[config.mk]
export PLATFORM = sky130hd
export DESIGN_NAME = fetch_unit
export DESIGN_NICKNAME = d
export VERILOG_FILES = /design/src/rtl/fetch_unit.sv
export SDC_FILE = /design/constraint.sdc
export NUM_CORES = 1
export LEC_CHECK = 0
export CAP_MARGIN = 20
export CORE_MARGIN = 2
export CORE_UTILIZATION = 35
export DETAILED_ROUTE_END_ITERATION = 8
export PLACE_DENSITY = 0.63
export RECOVER_POWER = 25
export SYNTH_ARGS = -nofsm -noshare
export SYNTH_HDL_FRONTEND = slang
export SYNTH_SLANG_ARGS = --single-unit
[constraint.sdc]
create_clock -name clk -period 3.2 [get_ports clk]
set_clock_uncertainty 0.2 [all_clocks]
set_input_delay 0.64 -clock clk [delete_from_list [all_inputs] [get_ports clk]]
set_output_delay 0.64 -clock clk [all_outputs]
set_load 0.02 [all_outputs]
[src/rtl/fetch_unit.sv]
// Instruction-fetch stage: owns PC and instruction register, fetches over a valid/ready port.
// Optional misaligned-target trap enabled by defining FETCH_MISALIGN_TRAP_EN.
module fetch_unit #(
   parameter int              XLEN     = 32,
   parameter logic [XLEN-1:0] RESET_PC = '0
) (
   input  logic            clk,
   input  logic            reset,
   input  logic            pc_en,
   input  logic [1:0]      branch,
   input  logic            br_taken,
   input  logic [XLEN-1:0] imm,
   input  logic [XLEN-1:0] rs1_data,
   output logic            imem_req_valid,
   input  logic            imem_req_ready,
   output logic [XLEN-1:0] imem_addr,
   input  logic            imem_rsp_valid,
   input  logic [31:0]     imem_rsp_data,
   output logic [31:0]     instr,
   output logic [6:0]      opcode,
   output logic [XLEN-1:0] pc,
   output logic [XLEN-1:0] pc_plus4,
   output logic            instr_valid,
`ifdef FETCH_MISALIGN_TRAP_EN
   output logic            misalign_err,
`endif
   output logic            stall
);

   localparam logic [1:0] S_IDLE = 2'd0;
   localparam logic [1:0] S_REQ  = 2'd1;
   localparam logic [1:0] S_WAIT = 2'd2;

   localparam logic [31:0]     NOP   = 32'h0000_0013;
   localparam logic [XLEN-1:0] FOUR  = XLEN'(4);
   localparam logic [XLEN-1:0] CLR0  = {{(XLEN-1){1'b1}}, 1'b0};

   logic [1:0]      state;
   logic [XLEN-1:0] pc_q;
   logic [31:0]     instr_q;
   logic            first;
   logic            valid_q;
   logic [XLEN-1:0] br_sum;
   logic [XLEN-1:0] target;
   logic [XLEN-1:0] next_pc;

   assign br_sum   = pc_q + imm;
   assign pc_plus4 = pc_q + FOUR;

   always_comb begin
      target = pc_plus4;
      unique case (branch)
         2'b00: target = pc_plus4;
         2'b01: target = br_taken ? br_sum : pc_plus4;
         2'b10: target = br_sum;
         2'b11: target = (rs1_data + imm) & CLR0;
         default: target = pc_plus4;
      endcase
   end

`ifdef FETCH_MISALIGN_TRAP_EN
   logic err_q;
   logic misaligned;

   assign misaligned   = |target[1:0];
   assign next_pc      = target;
   assign misalign_err = err_q;

   always_ff @(posedge clk or posedge reset) begin
      if (reset) begin
         err_q <= 1'b0;
      end else if (state == S_IDLE && pc_en && !first) begin
         err_q <= misaligned;
      end
   end
`else
   logic misaligned;

   // Without the trap, low bits are simply dropped.
   assign misaligned = 1'b0;
   assign next_pc    = {target[XLEN-1:2], 2'b00};
`endif

   always_ff @(posedge clk or posedge reset) begin
      if (reset) begin
         state   <= S_IDLE;
         pc_q    <= RESET_PC;
         instr_q <= NOP;
         first   <= 1'b1;
         valid_q <= 1'b0;
      end else begin
         valid_q <= 1'b0;
         case (state)
            S_IDLE: begin
               if (pc_en) begin
                  if (first) begin
                     first <= 1'b0;
                     state <= S_REQ;
                  end else if (!misaligned) begin
                     pc_q  <= next_pc;
                     state <= S_REQ;
                  end
               end
            end
            S_REQ: begin
               if (imem_req_ready) begin
                  state <= S_WAIT;
               end
            end
            S_WAIT: begin
               if (imem_rsp_valid) begin
                  instr_q <= imem_rsp_data;
                  valid_q <= 1'b1;
                  state   <= S_IDLE;
               end
            end
            default: state <= S_IDLE;
         endcase
      end
   end

   assign imem_req_valid = (state == S_REQ);
   assign imem_addr      = pc_q;
   assign stall          = (state != S_IDLE);
   assign pc             = pc_q;
   assign instr          = instr_q;
   assign opcode         = instr_q[6:0];
   assign instr_valid    = valid_q;

endmodule

==> impl_metrics.toml <==
[synth]
yosys.area.top_type = "dfrtp_1"
synth-warning-count = 0
syn_area_um2 = 7110
yosysSeqAreaShare = 0.233
synth_edf_count = 0
ys_top_cells_by_area = "dfrtp_1 22%, ha_1 11%, nand2_1 9.2%"
synth_cells = 938
ys_ff_latch = 66
async_reset_ff_frac = 1.00
synth.top_cell.area_share = 0.218
syn_area_per_cell_um2 = 7.58
synth_cell_types = 75
synthFlopType = "dfrtp_1"

[critical_path]
crit_fanout = 3
cp-start-kind = "register"
rrSetupSlack_ns = 0.25
crit_path_end_kind = "output pin"
cp.arrival_ns = 2.31
worst_ep_required_time_ns = 2.36
rr_endpoint = "imem_addr[20]"
worstSetupPathType = "register to output pin"
r2r_cells = 13
r2r-start = "imem_addr[2]"

[cts]
clk_transition_reported_paths_ns = 0.06
h-tree-depth = 3
cts.sinks = 66
clock_latency_ns = 0.34
cts_tree = "yes"
ctsRootBufferMaster = "clkbuf_16"
cts_made_buffers = 9
cts_buffer_depth = 2

[placement]
dp_slack_ns = -0.549
place_congestion = 0.909
place_area_um2 = 10900
place_hpwl_mm = 22.0
portBuffers = 235

[detailed_routing]
vias_per_cell = 5.27
route.met2.wl_mm = 13.2
wl_per_cell_um = 17.4
drtIter0Drc = 459
drc = 0
ant_nets = 0
drt-pass1-iter-count = 5
wl_met1_mm = 11.9
top_layer_used = "met4"
met3WireLength_mm = 2.05
totalWireLength_mm = 27.8
vias = 8413

[cells_and_area]
final_area_um2 = 11500
layout_common_cells = "210 x buf_4, 206 x clkdlybuf4s50_1, 175 x nand2_1, 73 x nor2_1, 67 x a21oi_1"
drive_above_1_share = 0.231
area_growth_pct = 61.1
num_antenna_cells = 0
layout_commonest_cell = "buf_4"
final_net_count = 1486

[sta]
finalHoldViolations = 0
hold_slack_ns = 0.270
setup_tns_ns = 0
rsz0062_at_grt = "true"
fmaxAchievable_mhz = 317
fin_ws_ns = 0.0483
final.min_clock_period_ns = 3.15
slew_violations = 0
tightest_slew_ns = 0.985
min_period_over_period = 0.985
relSlewSlack = 0.343
setup_viol = 0

[status]
outcome = "complete, no violations"

[hold_path]
min_to = "instr[21]"
holdPathStages = 2
hp-start = "instr[21]"
hp-class = "register to register"

[floorplan]
rows = 52
initial_core_util = 0.354
io_pins = 242
die_x_um = 147
die_y_um = 147
core-area_um2 = 20100
dieArea_um2 = 21500

[global_route]
grt_pass1_vias = 8192
grt_max_degree = 40
antenna_found_initial = 0
gr-total-overflow = 0
grt_pass1_wl_mm = 43.4
grt_usage = 0.254

[power]
leakagePower_uw = 0.00518
vdd_drop_max_mv = 0.569
power.density_nw_per_um2 = 849

[run]
maxCapViolCount = 0
-- state kept, by name, indices dropped and copies added, names as in the netlist --
name         cells
instr           32
imem_addr       30
state            2
first            1
instr_valid      1
-- cell families (layout without fill, tap and decap cells) --
group | after synthesis | in the layout | share of synthesized area
and+or+nand+nor | 385 | 385 | 0.251
buffers and inverters | 99 | 482 | 0.0852
adders and majority gates | 61 | 61 | 0.108
DFF | 66 | 66 | 0.233
xor gates and xnor gates | 70 | 70 | 0.0873
other | 1 | 6 | 0.000528
muxes | 9 | 9 | 0.0129
AOI/OAI and AO/OA | 247 | 247 | 0.222
-- critical path, cell delays in order (launching register included) --
cell and delay (ns):
dfrtp_1 0.36, nand4_1 0.14, or3_4 0.37, or3_4 0.36
buf_6 0.15, nor3_4 0.18, buf_6 0.13, xor2_1 0.14
buf_4 0.16
-- what timing repair did --
item / CTS / global route
buffers inserted: 1 / 1
pin swaps: 3 / 14
endpoints found under the setup margin: 33 / 36
hold buffers: 0 / 0
resized for setup: 67 / 72
-- through the flow --
stage / util / instances / power [uW]
6_report: 0.570 / 1596 / 9720
5_1_grt: 0.570 / 1596 / 10400
4_1_cts: 0.560 / 1595 / 9610
3_5_place_dp: 0.541 / 1578 / 8450
3_3_place_gp: 0.541 / 1578 / 8420
2_1_floorplan: - / 943 / 5340
-- final cells by class --
| cell class | instances | area, um^2 |
|---|---|---|
| clock buffers | 9 | 225 |
| inverters | 20 | 75.1 |
| repair buffers | 446 | 3900 |
| multi-input cells | 778 | 5160 |
| well taps | 270 | 338 |
| clock inverters | 7 | 92.6 |
| fillers | 1854 | 8650 |
| flip-flops and latches | 66 | 1660 |
-- per-layer routing --
metal	global-route usage	vias to the layer above
met3	0.0559	47
met4	0.0723	0
met1	0.322	3919
met5	0	-
li1	-	4080
met2	0.433	367
-- power by group --
group          switching, uW  internal (uW)
registers                267           1220
logic                   3770           3370
clock network            409            682
total                   4450           5270
-- worst max path at each step --
stage | startpoint | end | slack [ns] | depth (start not counted)
floorplan | imm[2] | imem_addr[30] | 0.14 | 11
global placement | imm[8] | imem_addr[29] | -0.56 | 11
detailed placement | imm[8] | imem_addr[29] | -0.55 | 11
CTS | imem_addr[17] | pc_plus4[24] | 0.0007 | 8
global route | imm[4] | imem_addr[16] | -0.13 | 13
finish | imem_addr[17] | pc_plus4[24] | 0.05 | 8
-- cell usage after synthesis, drive strengths merged (5+ instances only) --
library cell  number
a211oi            11
o21ai             58
inv               20
nand2b             6
a31oi             10
ha                60
dfrtp             62
mux2i              8
nor3              17
and2              11
or3                6
xor2              17
nor2b              7
nand3             38
and3              15
a221oi            17
a21oi             78
a21boi             5
clkbuf            30
nor2              74
a22oi              5
xnor2             53
o21a               5
buf               48
nand2            176
a21o              16
nor4               6
o21bai             7
nand4             17
(Power assumes the default switching activity.)
